### config.mk
export PLATFORM = sky130hd
export DESIGN_NAME = dmem_arbiter_flat
export DESIGN_NICKNAME = d
export VERILOG_FILES = /design/src/rtl/dmem_arbiter_pkg.sv /design/src/rtl/dmem_arbiter_if.sv /design/src/rtl/dmem_arbiter_rr_arb2.sv /design/src/rtl/dmem_arbiter.sv /design/src/flat_wrapper.sv
export SDC_FILE = /design/constraint.sdc
export NUM_CORES = 1
export LEC_CHECK = 0
export ABC_AREA = 1
export ABC_CLOCK_PERIOD_IN_PS = 1400
export BUFFER_PORTS_ARGS = -buffer_cell sky130_fd_sc_hd__buf_2
export CAP_MARGIN = 25
export CORE_UTILIZATION = 31
export DETAILED_ROUTE_END_ITERATION = 10
export PLACE_DENSITY = 0.66
export SLEW_MARGIN = 5
export SYNTH_ARGS = -nofsm -noshare
export SYNTH_HDL_FRONTEND = slang
export SYNTH_HIERARCHICAL = 1
export SYNTH_SLANG_ARGS = --single-unit
### constraint.sdc
create_clock -name clk -period 1.4 [get_ports clk]
set_clock_uncertainty 0.1 [all_clocks]
set_input_delay 0.28 -clock clk [delete_from_list [all_inputs] [get_ports clk]]
set_output_delay 0.28 -clock clk [all_outputs]
set_load 0.01 [all_outputs]
### src/rtl/dmem_arbiter_pkg.sv
// Shared constants and types for the data-memory arbiter.
// Holds default widths, memory op codes and the arbiter state encoding.
package dmem_arbiter_pkg;

    localparam int DMEM_ADDR_WIDTH  = 8;
    localparam int DMEM_DATA_WIDTH  = 32;
    localparam int DMEM_MEM_OP_BITS = 2;

    localparam logic [1:0] MEM_OP_NOP   = 2'b00;
    localparam logic [1:0] MEM_OP_READ  = 2'b01;
    localparam logic [1:0] MEM_OP_WRITE = 2'b10;

    typedef enum logic [1:0] {
        ARB_IDLE   = 2'd0,
        ARB_ACCESS = 2'd1,
        ARB_RESP   = 2'd2
    } arb_state_e;

endpackage

### src/rtl/dmem_arbiter_if.sv
// Requester-side req/gnt/rvalid bundle for one arbiter port.
// master: requester drives req/op/addr/wdata; slave: arbiter drives gnt/rvalid/rdata.
interface dmem_arbiter_if #(
    parameter int ADDR_WIDTH  = dmem_arbiter_pkg::DMEM_ADDR_WIDTH,
    parameter int DATA_WIDTH  = dmem_arbiter_pkg::DMEM_DATA_WIDTH,
    parameter int MEM_OP_BITS = dmem_arbiter_pkg::DMEM_MEM_OP_BITS
);

    logic                   req;
    logic [MEM_OP_BITS-1:0] op;
    logic [ADDR_WIDTH-1:0]  addr;
    logic [DATA_WIDTH-1:0]  wdata;
    logic                   gnt;
    logic                   rvalid;
    logic [DATA_WIDTH-1:0]  rdata;

    modport master (
        output req,
        output op,
        output addr,
        output wdata,
        input  gnt,
        input  rvalid,
        input  rdata
    );

    modport slave (
        input  req,
        input  op,
        input  addr,
        input  wdata,
        output gnt,
        output rvalid,
        output rdata
    );

endinterface

### src/rtl/dmem_arbiter_rr_arb2.sv
// Combinational two-way round-robin pick.
// Ports: req0/req1 requests, last_winner (1 = port 1); winner (1 = port 1), any_req.
module rr_arb2 (
    input  logic req0,
    input  logic req1,
    input  logic last_winner,
    output logic winner,
    output logic any_req
);

    always_comb begin
        any_req = req0 | req1;
        // Contention goes to whichever port did not win last time.
        winner  = (req0 && req1) ? ~last_winner : req1;
    end

endmodule

### src/rtl/dmem_arbiter.sv
// Round-robin sharing of the single-port data RAM between two requesters.
// Ports: clk/reset, p0/p1 request bundles, done_in, RAM bus, ram_complete, busy.
module dmem_arbiter
    import dmem_arbiter_pkg::*;
#(
    parameter int ADDR_WIDTH  = DMEM_ADDR_WIDTH,
    parameter int DATA_WIDTH  = DMEM_DATA_WIDTH,
    parameter int MEM_OP_BITS = DMEM_MEM_OP_BITS
) (
    input  logic                   clk,
    input  logic                   reset,
    dmem_arbiter_if.slave          p0,
    dmem_arbiter_if.slave          p1,
    input  logic                   done_in,
    output logic [MEM_OP_BITS-1:0] ram_mem_op,
    output logic [ADDR_WIDTH-1:0]  ram_address,
    output logic [DATA_WIDTH-1:0]  ram_write_data,
    input  logic [DATA_WIDTH-1:0]  ram_read_data,
    output logic                   ram_complete,
    output logic                   busy
);

    localparam logic [MEM_OP_BITS-1:0] OP_NOP =
        MEM_OP_BITS'(MEM_OP_NOP);
    localparam logic [MEM_OP_BITS-1:0] OP_READ =
        MEM_OP_BITS'(MEM_OP_READ);
    localparam logic [MEM_OP_BITS-1:0] OP_WRITE =
        MEM_OP_BITS'(MEM_OP_WRITE);

    arb_state_e state;
    arb_state_e state_n;

    logic                   last_winner;
    logic                   dump_pending;
    logic [MEM_OP_BITS-1:0] op_q;
    logic [ADDR_WIDTH-1:0]  addr_q;
    logic [DATA_WIDTH-1:0]  wdata_q;
    logic                   win_q;
    logic                   gnt0_q;
    logic                   gnt1_q;
    logic                   rvalid0_q;
    logic                   rvalid1_q;
    logic [DATA_WIDTH-1:0]  rdata0_q;
    logic [DATA_WIDTH-1:0]  rdata1_q;

    logic winner;
    logic any_req;
    logic arb_point;
    logic take;
    logic op_ok;

    rr_arb2 u_rr_arb2 (
        .req0        (p0.req),
        .req1        (p1.req),
        .last_winner (last_winner),
        .winner      (winner),
        .any_req     (any_req)
    );

    always_comb begin
        state_n   = state;
        arb_point = 1'b0;
        unique case (state)
            ARB_IDLE:   arb_point = 1'b1;
            ARB_ACCESS: state_n   = ARB_RESP;
            ARB_RESP:   arb_point = 1'b1;
            default:    state_n   = ARB_IDLE;
        endcase
        take = arb_point & any_req;
        if (arb_point) begin
            state_n = take ? ARB_ACCESS : ARB_IDLE;
        end
    end

    assign op_ok = (op_q == OP_READ) || (op_q == OP_WRITE);

    // Gating with reset keeps a write in flight from landing
    // on the RAM edge that also resets the arbiter.
    always_comb begin
        ram_mem_op = OP_NOP;
        if (state == ARB_ACCESS && op_ok && !reset) begin
            ram_mem_op = op_q;
        end
    end

    assign ram_address    = addr_q;
    assign ram_write_data = wdata_q;
    assign busy           = (state != ARB_IDLE);
    assign ram_complete   = (state == ARB_IDLE) && dump_pending &&
                            !any_req && !reset;

    always_ff @(posedge clk) begin
        if (reset) begin
            state        <= ARB_IDLE;
            last_winner  <= 1'b1;
            dump_pending <= 1'b0;
            op_q         <= OP_NOP;
            addr_q       <= '0;
            wdata_q      <= '0;
            win_q        <= 1'b0;
            gnt0_q       <= 1'b0;
            gnt1_q       <= 1'b0;
            rvalid0_q    <= 1'b0;
            rvalid1_q    <= 1'b0;
            rdata0_q     <= '0;
            rdata1_q     <= '0;
        end else begin
            state     <= state_n;
            gnt0_q    <= 1'b0;
            gnt1_q    <= 1'b0;
            rvalid0_q <= 1'b0;
            rvalid1_q <= 1'b0;
            if (take) begin
                op_q        <= winner ? p1.op    : p0.op;
                addr_q      <= winner ? p1.addr  : p0.addr;
                wdata_q     <= winner ? p1.wdata : p0.wdata;
                win_q       <= winner;
                last_winner <= winner;
                gnt0_q      <= ~winner;
                gnt1_q      <= winner;
            end
            if (state == ARB_ACCESS) begin
                rvalid0_q <= ~win_q;
                rvalid1_q <= win_q;
                if (op_q == OP_READ) begin
                    if (win_q) begin
                        rdata1_q <= ram_read_data;
                    end else begin
                        rdata0_q <= ram_read_data;
                    end
                end
            end
            // A fresh done_in re-arms even on the cycle the dump fires.
            dump_pending <= done_in | (dump_pending & ~ram_complete);
        end
    end

    assign p0.gnt    = gnt0_q;
    assign p1.gnt    = gnt1_q;
    assign p0.rvalid = rvalid0_q;
    assign p1.rvalid = rvalid1_q;
    assign p0.rdata  = rdata0_q;
    assign p1.rdata  = rdata1_q;

endmodule
### src/flat_wrapper.sv
// flat-port wrapper written by rule: the top's interface ports become plain ports
module dmem_arbiter_flat import dmem_arbiter_pkg::*;
#(
    parameter int ADDR_WIDTH  = DMEM_ADDR_WIDTH,
    parameter int DATA_WIDTH  = DMEM_DATA_WIDTH,
    parameter int MEM_OP_BITS = DMEM_MEM_OP_BITS
)
  (clk, reset, done_in, ram_mem_op, ram_address, ram_write_data, ram_read_data, ram_complete, busy, p0_req, p0_op, p0_addr, p0_wdata, p0_gnt, p0_rvalid, p0_rdata, p1_req, p1_op, p1_addr, p1_wdata, p1_gnt, p1_rvalid, p1_rdata);
  dmem_arbiter_if #(.ADDR_WIDTH(ADDR_WIDTH), .DATA_WIDTH(DATA_WIDTH), .MEM_OP_BITS(MEM_OP_BITS)) p0_i ();
  dmem_arbiter_if #(.ADDR_WIDTH(ADDR_WIDTH), .DATA_WIDTH(DATA_WIDTH), .MEM_OP_BITS(MEM_OP_BITS)) p1_i ();
  input  logic clk;
  input  logic reset;
  input  logic done_in;
  output logic [MEM_OP_BITS-1:0] ram_mem_op;
  output logic [ADDR_WIDTH-1:0] ram_address;
  output logic [DATA_WIDTH-1:0] ram_write_data;
  input  logic [DATA_WIDTH-1:0] ram_read_data;
  output logic ram_complete;
  output logic busy;
  input wire logic [$bits(p0_i.req)-1:0] p0_req;
  input wire logic [$bits(p0_i.op)-1:0] p0_op;
  input wire logic [$bits(p0_i.addr)-1:0] p0_addr;
  input wire logic [$bits(p0_i.wdata)-1:0] p0_wdata;
  output wire logic [$bits(p0_i.gnt)-1:0] p0_gnt;
  output wire logic [$bits(p0_i.rvalid)-1:0] p0_rvalid;
  output wire logic [$bits(p0_i.rdata)-1:0] p0_rdata;
  input wire logic [$bits(p1_i.req)-1:0] p1_req;
  input wire logic [$bits(p1_i.op)-1:0] p1_op;
  input wire logic [$bits(p1_i.addr)-1:0] p1_addr;
  input wire logic [$bits(p1_i.wdata)-1:0] p1_wdata;
  output wire logic [$bits(p1_i.gnt)-1:0] p1_gnt;
  output wire logic [$bits(p1_i.rvalid)-1:0] p1_rvalid;
  output wire logic [$bits(p1_i.rdata)-1:0] p1_rdata;
  assign p0_i.req = p0_req;
  assign p0_i.op = p0_op;
  assign p0_i.addr = p0_addr;
  assign p0_i.wdata = p0_wdata;
  assign p0_gnt = p0_i.gnt;
  assign p0_rvalid = p0_i.rvalid;
  assign p0_rdata = p0_i.rdata;
  assign p1_i.req = p1_req;
  assign p1_i.op = p1_op;
  assign p1_i.addr = p1_addr;
  assign p1_i.wdata = p1_wdata;
  assign p1_gnt = p1_i.gnt;
  assign p1_rvalid = p1_i.rvalid;
  assign p1_rdata = p1_i.rdata;
  dmem_arbiter #(.ADDR_WIDTH(ADDR_WIDTH), .DATA_WIDTH(DATA_WIDTH), .MEM_OP_BITS(MEM_OP_BITS)) u_core (.clk(clk), .reset(reset), .p0(p0_i), .p1(p1_i), .done_in(done_in), .ram_mem_op(ram_mem_op), .ram_address(ram_address), .ram_write_data(ram_write_data), .ram_read_data(ram_read_data), .ram_complete(ram_complete), .busy(busy));
endmodule
Word-level counts from Yosys, hierarchy flattened. Cells that the tools add are included.

Register bits: 115. Input bits: 121. Output and inout bits: 112. Word-level logic and storage cells: 53.

Equal/unequal tests: 5. Mux-type cells: 9. Bitwise operators: 10. Reductions and logical operators: 16.

Operator list (count): $mux 32 (1); $mux 8 (1); $logic_and 1x1->1 (6); $mux 2 (3); $not 1->1 (6); $reduce_and 3->1 (2); $reduce_or 2->1 (3); $eq 2x1->1 const B (2); $eq 2x2->1 const B (2); $pmux 2 s2 (1); $mux 1 (3); $and 1x1->1 (2); $logic_not 1->1 (2); $logic_not 2->1 (1); $ne 2x1->1 const B (1); $or 1x1->1 (2); $reduce_bool 2->1 (1); $logic_or 1x1->1 (1).

Longest topological paths before layout.
Word-level depth: 7. Depth in mapped cells: 8. Depth with buffers taken out: 6.

Cells and area by module. The synthesis kept the hierarchy.

Modules (own cells, without submodules): dmem_arbiter (times used 1, cells each 734, area an instance 4887.2 µm², seq. area each 2302.2 µm²); rr_arb2 (times used 1, cells each 3, area an instance 15.0 µm², seq. area each 0.0 µm²).

Worst setup path after synthesis. Ideal clock, no wire load.

Path type: register to register. From: reg u_core.op_q[1]. To: reg u_core.rdata1_q[10], in the netlist u_core/p1.rdata[10]. Library setup time: 0.113 ns. Arrival time: 1.208 ns. Required time: 1.187 ns. Setup slack: -0.022 ns. Stages on the path, launching flop included: 8. Buffers on the path: 2. Clock period less this slack: 1.422 ns. Path through: dfxtp_1 > inv_1 > ha_1 > clkbuf_1 > nand3_2 > clkbuf_1 > nor2_1 > nor2_1.

Word-level cells in the longest chain between the ends: 2.

Ends and longest elaborated chain: start: declaration (line dmem_arbiter.sv:35) `logic [MEM_OP_BITS-1:0] op_q;`; start signal: assignment (line dmem_arbiter.sv:114) `op_q <= winner ? p1.op : p0.op;`; $eq 2x1->1 (line dmem_arbiter.sv:125) `if (op_q == OP_READ) begin`; $reduce_and 3->1 (no line); end signal: assignment (line dmem_arbiter.sv:127) `rdata1_q <= ram_read_data;`; end: declaration (line dmem_arbiter.sv:44) `logic [DATA_WIDTH-1:0] rdata1_q;`.

Every way passes these cells. A chain may end at the register's enable or synchronous reset.

Final worst setup path.
From: reg u_core.state[1]. To: out ram_mem_op[0].

Word-level cells in the longest chain between the ends: 4.

Ends and longest elaborated chain: start: declaration (line dmem_arbiter.sv:30) `arb_state_e state;`; start signal: assignment (line dmem_arbiter.sv:108) `state <= state_n;`; $eq 2x1->1 (line dmem_arbiter.sv:81) `if (state == ARB_ACCESS && op_ok && !reset) begin`; $logic_and 1x1->1 (2 in series) (line dmem_arbiter.sv:81); $mux 2 (line dmem_arbiter.sv:81); end: declaration (line flat_wrapper.sv:14) `output logic [MEM_OP_BITS-1:0] ram_mem_op;`.

Every way passes these cells.

==> impl_metrics.ini <==
[outcome]
status = finished, violations left
violations = setup timing

[yosys]
ys_ff_latch = 115
synth_area_leader_cell = dfxtp_1
synth_flop_cell = dfxtp_1
syn_inst = 737
ys_types = 21
ys_warn_count = 6
synth_area_leaders = dfxtp_1 47%, nand2_1 14%, nor2_1 14%
synth_seq_area_share = 0.470
synth_area_um2 = 4900
synth-edff-count = 0
async_reset_ff_frac = 0
avgSynthCellArea_um2 = 6.65
synthDominantCellAreaShare = 0.470
postSynthNetCount = 859

[detailed_routing]
wl_per_cell_um = 12.8
drc = 0
drtIter0Drc = 259
via_count = 5538
ant_nets = 0
vias_per_cell = 4.46
first_pass_iters = 6
drt-total-wl_um = 15900

[layout]
fillers = 1538
diodes = 0
syn2layout_area_growth_pct = 57.2
nets = 1142
final_cell_area_um2 = 7710
final_cells = 1242
final_layout_size_suffix_gt1_frac = 0.313

[placement]
place_area_um2 = 6440
pre_cts_ws_ps = -82.9
hpwl_um = 10000
place_inst = 1156
place_congestion = 0.770
portBuffers = 232

[pwr]
vdd_drop_max_v = 0.000745
cellPowerDensity_nw_per_um2 = 1160
p_leak_uw = 0.00415
total_power_uw = 8950

[worst_setup_path]
r2r.worst_path.cells = 7
worst_setup_path_end_kind = output port
cp_max_fo = 2
crit_type = flip-flop to output port
worstPathRequired_ps = 1020
arrival_ps = 1380
startpoint_type = flip-flop

[global_route]
grt_pass1_wl_um = 23700
first_global_vias = 4900
grt.overflow.total = 0
grt_max_degree = 59
track_usage = 0.184
antenna_found_initial = 0

[flow_run]
cap_violations = 0

[clock_network]
clock_path_buffers = 2
cts_sinks = 115
path_clk_slew_ps = 50
cts-buffers-inserted = 17
clock_latency_ps = 410
cts_tree = yes
htree_levels = 4
clockRootBuffer = clkbuf_16

[timing]
setup_viol = 16
fmaxAchievable_mhz = 568
rsz0062_at_grt = true
post-route-period-util = 1.26
maxSlewHeadroom = 0.803
fin_crit_ps = 1760
worstMarginPinSlew_ps = 296
fin_ws_ps = -362
finalHoldViolations = 0
tns_ps = -1370
timing.final.max_slew_violations = 0

[floorplan]
die_y_um = 128
start_util = 0.320
die_area_um2 = 16300
core_area_um2 = 15300
rows = 45
die_x_um = 128
io_pins = 233

[hold_path]
hold_class = input pin to flip-flop
hold_depth = 3
[state kept, by name (all words and copies together), names as in the netlist]
name                   flops
u_core/p0.rdata           32
u_core/p1.rdata           32
u_core/ram_write_data     32
u_core/ram_address         8
u_core/op_q                2
u_core/state               2
u_core/dump_pending        1
u_core/last_winner         1
u_core/p0.gnt              1
u_core/p0.rvalid           1
u_core/p1.gnt              1
u_core/p1.rvalid           1
u_core/win_q               1
[final timing paths]
| kind | end | start | slack (ps) |
|---|---|---|---|
| max | ram_mem_op[0] | u_core/state[1] | -360 |
| min | u_core/p1.rdata[27] | ram_read_data[27] | 7 |
| max reg2reg | u_core/p1.rdata[15] | u_core/state[1] | -20 |
| min reg2reg | u_core/p0.rdata[0] | u_core/p0.rdata[0] | 360 |
[cell type report]
cell class	count	area, um^2	area share
clock inverter	4	22.5	0.00292
sequential	115	2300	0.299
timing repair buffer	313	2150	0.279
tap	211	264	0.0342
inverter	80	302	0.0391
multi-input combinational	493	2150	0.278
clock buffer	26	519	0.0674
[cells in the mapped netlist, types with 2 or more instances]
library cell / instances
clkbuf_1: 22
o21ai_0: 40
nand2_1: 186
dfxtp_1: 115
buf_1: 10
buf_4: 7
nand4_1: 32
a21oi_1: 45
inv_2: 6
buf_2: 9
nand3_1: 2
nor2_1: 180
o21ai_1: 2
inv_1: 74
[cells by family after synthesis]
logic type | after synthesis | synth area share
adder cells (fa/ha/maj) | 1 | 0.00255
buffers and inverters | 129 | 0.108
AO/OA/AOI/OAI | 87 | 0.0888
AND/OR/NAND/NOR | 405 | 0.331
flip-flops | 115 | 0.470
[critical path: stages, from the launching register on]
cell	delay, ps
dfxtp_1	340
nor2_4	140
inv_2	50
nor2_4	100
nand2_2	90
nor2_2	100
buf_2	140
[stage by stage]
stage           util  hold WS, ps
2_1_floorplan      -          314
3_3_place_gp   0.421          350
3_5_place_dp   0.421          360
4_1_cts        0.486        0.126
5_1_grt        0.503         15.9
6_report       0.503         6.51
[repair_timing]
action | 4_1_cts | 5_1_grt
setup buffers | 0 | 6
hold buffers | 42 | 0
pin swaps | 2 | 4
endpoints found under the hold margin | 42 | 0
setup endpoints to repair | 56 | 69
gates cloned | 0 | 9
resized for setup | 10 | 9
[cell usage in the layout, fill, tap and decap left out, types with 2 or more instances in the layout]
| cell type | instances |
|---|---|
| a21oi_1 | 41 |
| a21oi_2 | 3 |
| buf_12 | 12 |
| buf_2 | 231 |
| buf_4 | 17 |
| buf_6 | 5 |
| clkbuf_1 | 3 |
| clkbuf_16 | 23 |
| clkbuf_8 | 6 |
| clkinv_2 | 4 |
| dfxtp_1 | 113 |
| dfxtp_2 | 2 |
| dlygate4sd3_1 | 42 |
| inv_1 | 72 |
| inv_2 | 7 |
| nand2_1 | 185 |
| nand3_1 | 2 |
| nand4_1 | 32 |
| nor2_1 | 174 |
| nor2_2 | 4 |
| nor2_4 | 4 |
| o21ai_0 | 40 |
| o21ai_1 | 2 |
[where the power goes]
part | switching, uW | internal (uW)
sequential | 94.8 | 3470
clock | 1440 | 2510
combinational | 783 | 656
total | 2320 | 6630
[routing by layer]
metal / routed length [um] / part of all wire / GRT usage / up-vias
met5: 0 / 0 / 0 / -
met4: 218 / 0.014 / 0.0796 / 0
met3: 936 / 0.059 / 0.0451 / 15
met2: 7690 / 0.48 / 0.311 / 211
met1: 7030 / 0.44 / 0.222 / 2471
li1: - / - / - / 2841
Power figures use the tool's default switching activity.
